File: src/rtl/expr_eval_ctrl.sv
// Streaming evaluator for digit (op digit)* '=' expressions.
// '*' binds tighter than '+'; one result or error per '='.
module expr_eval_ctrl #(
   parameter int W = 16
) (
   input  logic         clk,
   input  logic         clr,
   input  logic [7:0]   in,
   input  logic         in_valid,
   output logic         in_ready,
   output logic [W-1:0] res,
   output logic         res_err,
   output logic         res_valid,
   input  logic         res_ready
);

   typedef enum logic [2:0] {
      S_IDLE,
      S_OPND,
      S_OPER,
      S_ERR,
      S_DONE
   } state_t;

   state_t       r_state, w_state_nx;
   logic [W-1:0] r_sum, w_sum_nx;
   logic [W-1:0] r_term, w_term_nx;
   logic [W-1:0] r_res, w_res_nx;
   logic         r_mul, w_mul_nx;
   logic         r_err, w_err_nx;

   logic         w_acc;
   logic         w_is_dig;
   logic         w_is_op;
   logic         w_is_eq;
   logic [W-1:0] w_dig;
   logic [W-1:0] w_prod;

   assign in_ready  = (r_state != S_DONE);
   assign res_valid = (r_state == S_DONE);
   assign res       = r_res;
   assign res_err   = r_err;

   assign w_acc    = in_valid && in_ready;
   assign w_is_dig = (in >= 8'h30) && (in <= 8'h39);
   assign w_is_op  = (in == 8'h2B) || (in == 8'h2A);
   assign w_is_eq  = (in == 8'h3D);
   assign w_dig    = {{(W-4){1'b0}}, in[3:0]};
   assign w_prod   = r_term * w_dig;

   always_comb begin
      w_state_nx = r_state;
      w_sum_nx   = r_sum;
      w_term_nx  = r_term;
      w_res_nx   = r_res;
      w_mul_nx   = r_mul;
      w_err_nx   = r_err;
      if (r_state == S_DONE) begin
         if (res_ready) begin
            w_state_nx = S_IDLE;
            w_sum_nx   = '0;
            w_term_nx  = '0;
            w_mul_nx   = 1'b0;
         end
      end else if (w_acc) begin
         // Malformed expressions still end on '=' with a zeroed error result
         if (w_is_eq && (r_state != S_OPND)) begin
            w_state_nx = S_DONE;
            w_res_nx   = '0;
            w_err_nx   = 1'b1;
         end else begin
            case (r_state)
               S_IDLE: begin
                  if (w_is_dig) begin
                     w_state_nx = S_OPND;
                     w_sum_nx   = '0;
                     w_term_nx  = w_dig;
                  end else begin
                     w_state_nx = S_ERR;
                  end
               end
               S_OPND: begin
                  if (w_is_op) begin
                     w_state_nx = S_OPER;
                     w_mul_nx   = (in == 8'h2A);
                  end else if (w_is_eq) begin
                     w_state_nx = S_DONE;
                     w_res_nx   = r_sum + r_term;
                     w_err_nx   = 1'b0;
                  end else begin
                     w_state_nx = S_ERR;
                  end
               end
               S_OPER: begin
                  if (w_is_dig) begin
                     w_state_nx = S_OPND;
                     if (r_mul) begin
                        w_term_nx = w_prod;
                     end else begin
                        w_sum_nx  = r_sum + r_term;
                        w_term_nx = w_dig;
                     end
                  end else begin
                     w_state_nx = S_ERR;
                  end
               end
               default: ;
            endcase
         end
      end
   end

   always_ff @(posedge clk) begin
      if (clr) begin
         r_state <= S_IDLE;
         r_sum   <= '0;
         r_term  <= '0;
         r_res   <= '0;
         r_mul   <= 1'b0;
         r_err   <= 1'b0;
      end else begin
         r_state <= w_state_nx;
         r_sum   <= w_sum_nx;
         r_term  <= w_term_nx;
         r_res   <= w_res_nx;
         r_mul   <= w_mul_nx;
         r_err   <= w_err_nx;
      end
   end

endmodule

File: config.mk
export PLATFORM = sky130hd
export DESIGN_NAME = expr_eval_ctrl
export DESIGN_NICKNAME = d
export VERILOG_FILES = /design/src/rtl/expr_eval_ctrl.sv
export SDC_FILE = /design/constraint.sdc
export NUM_CORES = 1
export LEC_CHECK = 0
export CAP_MARGIN = 15
export CORE_MARGIN = 5
export CORE_UTILIZATION = 40
export DETAILED_ROUTE_END_ITERATION = 6
export SETUP_SLACK_MARGIN = 0.15
export SYNTH_ARGS = -nofsm -noshare
export SYNTH_HDL_FRONTEND = slang
export SYNTH_SLANG_ARGS = --single-unit
File: constraint.sdc
create_clock -name clk -period 6.4 [get_ports clk]
set_input_delay 0.64 -clock clk [delete_from_list [all_inputs] [get_ports clk]]
set_output_delay 0.64 -clock clk [all_outputs]
set_load 0.02 [all_outputs]
==> flow_summary.yaml, run 1 <==
outcome:
  outcome: "complete, no violations"
worst_setup_path:
  startpoint_type: "input port"
  path_class: "input port to register"
  critical_path.max_fanout: 19
  critPathCaptureType: "register"
  r2r_setup_slack_ns: 2.72
  critPathArrivalTime_ns: 4.62
  required_ns: 6.58
die:
  num_rows: 39
  design.die.area_mm2: 0.0142
  initial_core_util: 0.412
  die_w_um: 119
  core_mm2: 0.0116
  boundaryPins: 31
  die_h_um: 119
clocking:
  cts_tree: "built"
  holdBufCountCts: 0
  cts_max_path_buffers: 2
  insertion_delay_ns: 0.29
  clock_sinks: 53
  cts_resized: 0
  post_cts_buffers: 0
  path_clk_slew_ns: 0.07
  h-tree-depth: 2
  cts-root-buf: "clkbuf_16"
  numCtsBuffers: 5
sta:
  slew_violations: 0
  period_minus_slack_ns: 4.44
  rsz0062_at_grt: "false"
  setup_violations: 0
  slew_headroom: 0.353
  whs_ns: 0.456
  worst_pin_slew_ns: 0.970
  period_share: 0.694
  clock_skew_ns: 0.00548
  fmax_mhz: 225
  hold_viol_final: 0
  setup_tns_ns: 0
power_and_ir_drop:
  sw_frac_of_total: 0.218
  clkPwrFrac: 0.462
  leakagePower_nw: 2.27
  p_sw_uw: 151
  seqPwrFrac: 0.483
  combPwrFrac: 0.056
  peakVddDrop_mv: 0.134
  p_per_area_mw_per_mm2: 130
  design_power_total_uw: 690
  p_int_uw: 540
cells_and_area:
  final_cells: 730
  layout_commonest_cell: "dfxtp_1"
  fin_util: 0.460
  nets: 655
  fillCellCount: 1151
  final_cell_mix: "dfxtp_1, nand2_1, inv_1"
  antenna_cells: 0
  area_growth_pct: 11.5
  drive_gt1_frac: 0.0375
synth:
  ys_seq_elements: 53
  synth_edf_count: 0
  netlist_instances: 573
  async_flop_share: 0
  syn_avg_cell_area_um2: 8.32
  synthDistinctLibCells: 64
  syn-num-nets: 642
  syn_area_mm2: 0.00477
  ys.flop_type: "dfxtp_1"
  yosysSeqAreaShare: 0.223
  yosysWarnings: 0
placed_design:
  place_inst: 722
  dp_hpwl_um: 8930
  gp_routability_congestion: 0.905
  io_buffer_count: 30
route:
  post_drt_wl_per_cell_um: 16.4
  drtIter0Drc: 190
  vias: 4113
  dr.pass1.iters: 5
  viasPerCell: 5.63
  drt-total-wl_um: 12000
  ant_nets: 0
  drc_errors: 0
grt:
  grt_overflow_total: 0
  grt_pass1_wl_um: 20600
  grt_max_degree: 74
  gr-usage-all-layers: 0.174
  antenna_found_initial: 0
  grt_pass1_vias: 4189
min_path:
  worstHoldPathType: "register to register"
run:
  cap_violations: 0
[registers in the layout, summed over array words and instances (netlist names)]
name and flops:
res_err 1, res 16, r_state 3, r_sum 16, r_term 16, r_mul 1
[final timing paths]
kind	depth (start not counted)	startpoint	end
max	13	in[1]	r_term[15]$_SDFFE_PP0P_
min	2	res[3]$_SDFFE_PP0P_	res[3]$_SDFFE_PP0P_
max reg2reg	12	r_term[1]$_SDFFE_PP0P_	r_term[15]$_SDFFE_PP0P_
min reg2reg	2	res[3]$_SDFFE_PP0P_	res[3]$_SDFFE_PP0P_
[synth_stat cells (all sizes together) (5+ instances only)]
| cell type | number | share of area |
|---|---|---|
| inv | 47 | 0.038 |
| a21oi | 35 | 0.037 |
| nand3 | 16 | 0.017 |
| fa | 26 | 0.11 |
| and3 | 6 | 0.0079 |
| nor3b | 5 | 0.013 |
| o211ai | 7 | 0.011 |
| ha | 31 | 0.081 |
| nand2b | 6 | 0.0079 |
| a21o | 20 | 0.031 |
| o31ai | 5 | 0.0079 |
| o21a | 6 | 0.0094 |
| clkbuf | 17 | 0.013 |
| and2 | 40 | 0.052 |
| nor2 | 36 | 0.028 |
| a211oi | 8 | 0.014 |
| nor3 | 11 | 0.012 |
| nor4 | 6 | 0.0079 |
| buf | 9 | 0.011 |
| xnor2 | 12 | 0.022 |
| nand3b | 20 | 0.031 |
| mux2i | 9 | 0.019 |
| nor2b | 7 | 0.0092 |
| nand2 | 49 | 0.040 |
| o21ai | 17 | 0.018 |
| a22oi | 9 | 0.014 |
| dfxtp | 53 | 0.22 |
[worst max-delay path, stage by stage]
cell and delay (ns):
clkdlybuf4s50_1 0.73, and2_1 0.34, fa_1 0.48, inv_1 0.05, fa_1 0.52, inv_1 0.04, ha_1 0.37, nand2_1 0.08
o21ai_0 0.30, nand3_1 0.19, or3_1 0.40, and3_1 0.18, o41ai_1 0.29
[through the flow]
stage                     area, um^2  worst slack (ns)
final                           5320              1.96
after floorplan                 4770              2.55
after global placement          5140              1.81
after detailed placement        5140              1.69
after CTS                       5320              1.99
after global routing            5320              1.71
[power by group through the flow]
stage                     Clock (mW)  Combinational [mW]  Sequential (mW)
after global placement             0              0.0380            0.341
after detailed placement           0              0.0387            0.341
after global routing           0.343              0.0426            0.333
after floorplan                    0              0.0244            0.339
final                          0.319              0.0383            0.333
after CTS                      0.331              0.0388            0.333
[kinds of logic after synthesis]
logic type / share of synthesized area
buffers and inverters: 0.0622
adder cells (fa/ha/maj): 0.191
XOR/XNOR: 0.0276
AO/OA/AOI/OAI: 0.221
AND/OR/NAND/NOR: 0.258
multiplexers: 0.0189
flip-flops: 0.223
[cell type report]
cell class | count | area (um^2) | share of cell area
well taps | 143 | 179 | 0.0337
repair buffers | 32 | 310 | 0.0584
clock inverters | 2 | 37.5 | 0.00706
clock buffers | 6 | 139 | 0.0261
multi-input cells | 447 | 3410 | 0.642
flip-flops and latches | 53 | 1060 | 0.200
inverters | 47 | 179 | 0.0337
[metal layers]
layer  track usage  share of wire
met1         0.240           0.49
met5             0              0
met3        0.0227          0.041
met2         0.285           0.46
met4        0.0514          0.018
Note: power is estimated with default switching activity, not from simulation.
==> run 2, diff against run 1 <==
- clock period: 6.4 -> 4.4 ns (I/O delays scaled with it)
==> run 2 against run 1 <==
  * Clock power rose by 48%
  * Total power up 47%
  * Register-to-register slack worse by 2.0 ns
  * Sequential cell count did not move
  * Die area stayed put
  * Via count increased by 1.1%
  * Global-route usage shrank 0.25 points
  * Cell count rose by 1.1%
  * Clock skew increased by 0.0045 ns
  * Largest power group unchanged
  * Hold slack got worse by 0.0024 ns
  * Utilization up 0.51 points
  * Non-clock buffer count increased by 8
==> flow_summary.yaml, run 2 (synthesis results as in run 1) <==
placed_design:
  dp_hpwl_um: 9130
  gp_routability_congestion: 0.908
  io_buffer_count: 30
cells_and_area:
  fillCellCount: 1116
  final_cell_mix: "dfxtp_1, nand2_1, inv_1"
  nets: 663
  drive_gt1_frac: 0.0504
  antenna_cells: 0
  layout_commonest_cell: "dfxtp_1"
  area_growth_pct: 12.7
power_and_ir_drop:
  p_sw_uw: 238
  design_power_total_mw: 1.02
  seqPwrFrac: 0.478
  clkPwrFrac: 0.464
  p_int_uw: 777
  p_per_area_mw_per_mm2: 189
  leakagePower_nw: 2.31
  peakVddDrop_mv: 0.131
  combPwrFrac: 0.059
  sw_frac_of_total: 0.235
sta:
  fmax_mhz: 255
  rsz0062_at_grt: "false"
  setup_violations: 0
  setup_tns_ns: 0
  worst_pin_slew_ns: 0.700
  period_share: 0.891
  clock_skew_ns: 0.00997
  slew_headroom: 0.533
  hold_viol_final: 0
  period_minus_slack_ns: 3.92
  slew_violations: 0
die:
  boundaryPins: 31
  core_mm2: 0.0116
  die_h_um: 119
  design.die.area_mm2: 0.0142
  initial_core_util: 0.412
  num_rows: 39
  die_w_um: 119
clocking:
  holdBufCountCts: 0
  cts_max_path_buffers: 2
  post_cts_buffers: 0
  cts_resized: 0
  h-tree-depth: 2
  cts-root-buf: "clkbuf_16"
  numCtsBuffers: 5
  insertion_delay_ns: 0.30
  clock_sinks: 53
  path_clk_slew_ns: 0.08
  cts_tree: "built"
worst_setup_path:
  required_ns: 4.59
  crit_top_cell: "fa_1"
  crit_chain: "clkdlybuf4s50_1 -> nand2_1 -> fa_1 -> fa_1 -> inv_1 -> fa_1 -> a21o_1 -> a21o_1 -> a2111o_1 -> a31oi_1 -> mux2i_1 -> nand2_1"
  cp_slowest_cell: "clkdlybuf4s50_1"
  critPathCaptureType: "register"
  startpoint_type: "input port"
  critPathArrivalTime_ns: 4.11
  critical_path.max_fanout: 7
  path_class: "input port to register"
  max_stage_delay_ns: 0.57
route:
  drt-total-wl_um: 11900
  post_drt_wl_per_cell_um: 16.1
  dr.pass1.iters: 5
  vias: 4159
  drc_errors: 0
  drtIter0Drc: 237
  viasPerCell: 5.64
  ant_nets: 0
grt:
  grt_overflow_total: 0
  grt_pass1_vias: 4186
  gr-usage-all-layers: 0.172
  grt_pass1_wl_um: 20500
  grt_max_degree: 56
  antenna_found_initial: 0
min_path:
  worstHoldPathType: "register to register"
outcome:
  outcome: "complete, no violations"
run:
  cap_violations: 0
[run 2: path summary, 6_finish.rpt]
check	startpoint	endpoint	slack [ns]	cells past startpoint
worst max-delay path	in[3]	r_term[12]$_SDFFE_PP0P_	0.48	12
worst max register to register	r_term[0]$_SDFFE_PP0P_	r_term[12]$_SDFFE_PP0P_	0.70	11
worst min-delay path	res[1]$_SDFFE_PP0P_	res[1]$_SDFFE_PP0P_	0.45	2
worst min register to register	res[1]$_SDFFE_PP0P_	res[1]$_SDFFE_PP0P_	0.45	2
[run 2: area by class of cell]
cell class,count,area [um^2],area share
Clock inverter,3,50.0,0.00931
Clock buffer,5,125,0.0233
Multi-Input combinational cell,447,3410,0.635
Inverter,47,179,0.0333
Timing Repair Buffer,40,370,0.0689
Sequential cell,53,1060,0.197
Tap cell,143,179,0.0333
[run 2: critical path: cells and delay by family]
family          cells  cell delay [ns]
compound gates      4             1.09
simple gates        2             0.18
mux                 1             0.20
fa+ha+maj           3             1.55
buf+inv             2             0.64
[run 2: power groups by stage]
stage / Clock [mW] / Combinational [mW] / Sequential [mW]
after global routing: 0.503 / 0.0657 / 0.485
after floorplan: 0 / 0.0354 / 0.494
final: 0.471 / 0.0597 / 0.485
after global placement: 0 / 0.0596 / 0.496
after detailed placement: 0 / 0.0604 / 0.496
after CTS: 0.485 / 0.0604 / 0.485
[run 2: stage by stage]
stage | utilization | setup slack, ns | instance area, um^2 | std cells | hold slack, ns
floorplan | - | 0.750 | 4770 | 573 | 0.436
global placement | 0.450 | 0.249 | 5200 | 730 | 0.439
detailed placement | 0.450 | 0.141 | 5200 | 730 | 0.445
CTS | 0.465 | 0.457 | 5380 | 738 | 0.456
global route | 0.465 | 0.255 | 5380 | 738 | 0.470
finish | 0.465 | 0.481 | 5380 | 738 | 0.453
[run 2: per-layer routing]
metal | wire length [um] | part of all wire | vias to the layer above | GRT usage
met3 | 350 | 0.029 | 8 | 0.0199
met5 | 0 | 0 | - | 0
met4 | 106 | 0.0089 | 0 | 0.0311
met2 | 5650 | 0.48 | 67 | 0.292
met1 | 5790 | 0.49 | 2006 | 0.237
li1 | - | - | 2078 | -
==> run 3, diff against run 2 <==
- CAP_MARGIN: 15 -> 20
- SETUP_SLACK_MARGIN: 0.15 -> 0.5
==> run 3 against run 2 <==
  * Sequential power barely moved
  * Cell area up 0.21%
  * Clock power about the same
  * Sequential cell count unchanged
  * Critical path type is now register to register
==> flow_summary.yaml, run 3 (synthesis results as in run 1) <==
clocking:
  cts_max_path_buffers: 2
  clock_sinks: 53
  insertion_delay_ns: 0.30
  h-tree-depth: 2
  numCtsBuffers: 5
  path_clk_slew_ns: 0.08
  holdBufCountCts: 0
  cts_tree: "built"
  cts-root-buf: "clkbuf_16"
route:
  drc_errors: 0
  drt-total-wl_um: 11800
  dr.pass1.iters: 4
  ant_nets: 0
  drtIter0Drc: 212
  viasPerCell: 5.57
  vias: 4117
  post_drt_wl_per_cell_um: 16.0
cells_and_area:
  area_growth_pct: 13.0
  fillCellCount: 1117
  final_cells: 739
  nets: 664
  layout_commonest_cell: "dfxtp_1"
  finalInstanceArea_mm2: 0.00539
  final_cell_mix: "dfxtp_1, nand2_1, inv_1"
  drive_gt1_frac: 0.0520
  antenna_cells: 0
  fin_util: 0.466
worst_setup_path:
  worstRegToRegCells: 11
  crit_chain: "nand2_1 -> fa_1 -> fa_1 -> inv_1 -> fa_1 -> a21o_1 -> a21o_1 -> a2111o_1 -> a31oi_1 -> mux2i_1 -> nand2_1"
  crit_top_cell: "fa_1"
  path_class: "register to register"
  r2r_setup_slack_ns: 0.72
  startpoint_type: "register"
  required_ns: 4.59
  critPathCaptureType: "register"
  critPathArrivalTime_ns: 3.88
  cp_slowest_cell: "fa_1"
  max_stage_delay_ns: 0.55
  critical_path.max_fanout: 5
grt:
  grt_overflow_total: 0
  grt_max_degree: 56
  grt_pass1_vias: 4192
  grt_pass1_wl_um: 20600
  antenna_found_initial: 0
  gr-usage-all-layers: 0.172
power_and_ir_drop:
  clkPwrFrac: 0.465
  design_power_total_mw: 1.02
  combPwrFrac: 0.058
  peakVddDrop_mv: 0.130
  sw_frac_of_total: 0.237
  p_per_area_mw_per_mm2: 189
  p_int_uw: 777
  leakagePower_nw: 2.34
  seqPwrFrac: 0.477
  p_sw_uw: 241
sta:
  setup_violations: 0
  fmax_mhz: 272
  period_minus_slack_ns: 3.68
  clock_skew_ns: 0.00639
  rsz0062_at_grt: "false"
  slew_headroom: 0.539
  whs_ns: 0.453
  worst_pin_slew_ns: 0.691
  setup_tns_ns: 0
  slew_violations: 0
  period_share: 0.837
  hold_viol_final: 0
  setup_ws_ns: 0.717
die:
  die_w_um: 119
  num_rows: 39
  design.die.area_mm2: 0.0142
  boundaryPins: 31
  initial_core_util: 0.412
  die_h_um: 119
  core_mm2: 0.0116
placed_design:
  postPlaceCellArea_mm2: 0.00520
  place_ws_ns: 0.141
  place_inst: 730
  dp_hpwl_um: 9130
  io_buffer_count: 30
  gp_routability_congestion: 0.908
run:
  cap_violations: 0
outcome:
  outcome: "complete, no violations"
min_path:
  worstHoldPathType: "register to register"
  hold_depth: 2
-- run 3: changes by cell type in the layout (fill, tap and decap cells not counted), sizes merged --
| cell | previous run | this run |
|---|---|---|
| dlygate4sd2 | 0 | 1 |
| clkdlybuf4s50 | 29 | 26 |
| buf | 11 | 12 |
| dlymetal6s2s | 0 | 2 |
-- run 3: layout make-up --
class / count / area [um^2] / area share
clock buffer: 5 / 125 / 0.0232
clock inverter: 3 / 50.0 / 0.00929
inverter: 47 / 179 / 0.0332
multi-input combinational: 447 / 3410 / 0.633
sequential: 53 / 1060 / 0.197
tap: 143 / 179 / 0.0332
timing repair buffer: 41 / 382 / 0.0708
-- run 3: path summary, 6_finish.rpt --
kind,startpoint,endpoint
worst max register to register,r_term[0]$_SDFFE_PP0P_,r_term[12]$_SDFFE_PP0P_
worst min register to register,res[1]$_SDFFE_PP0P_,res[1]$_SDFFE_PP0P_
worst max-delay path,r_term[0]$_SDFFE_PP0P_,r_term[12]$_SDFFE_PP0P_
worst min-delay path,res[1]$_SDFFE_PP0P_,res[1]$_SDFFE_PP0P_
-- run 3: power by group through the flow --
| stage | clock (mW) | sequential (mW) | combinational, mW |
|---|---|---|---|
| CTS | 0.485 | 0.485 | 0.0600 |
| floorplan | 0 | 0.494 | 0.0354 |
| finish | 0.473 | 0.485 | 0.0592 |
| global placement | 0 | 0.496 | 0.0596 |
| global route | 0.503 | 0.485 | 0.0651 |
| detailed placement | 0 | 0.496 | 0.0604 |
-- run 3: routing by layer --
metal  part of all wire  vias to the layer above  global-route usage
met4             0.0072                        0              0.0311
met5                  0                        -                   0
met1               0.49                     1976               0.237
met2               0.48                       52               0.293
met3              0.026                        6              0.0199
li1                   -                     2083                   -
-- run 3: timing repair --
item | 4_1_cts | 5_1_grt
setup endpoints to repair | 2 | 7
setup buffers | 1 | 0
gates resized for setup | 1 | 3
pin swaps | 2 | 0
-- run 3: critical path, delay by kind of cell, from the launching register on --
family                     cells  cell delay [ns]
buffers and inverters          1             0.07
and+or+nand+nor                2             0.20
AOI/OAI and AO/OA              4             1.06
DFF                            1             0.49
muxes                          1             0.21
adders and majority gates      3             1.55
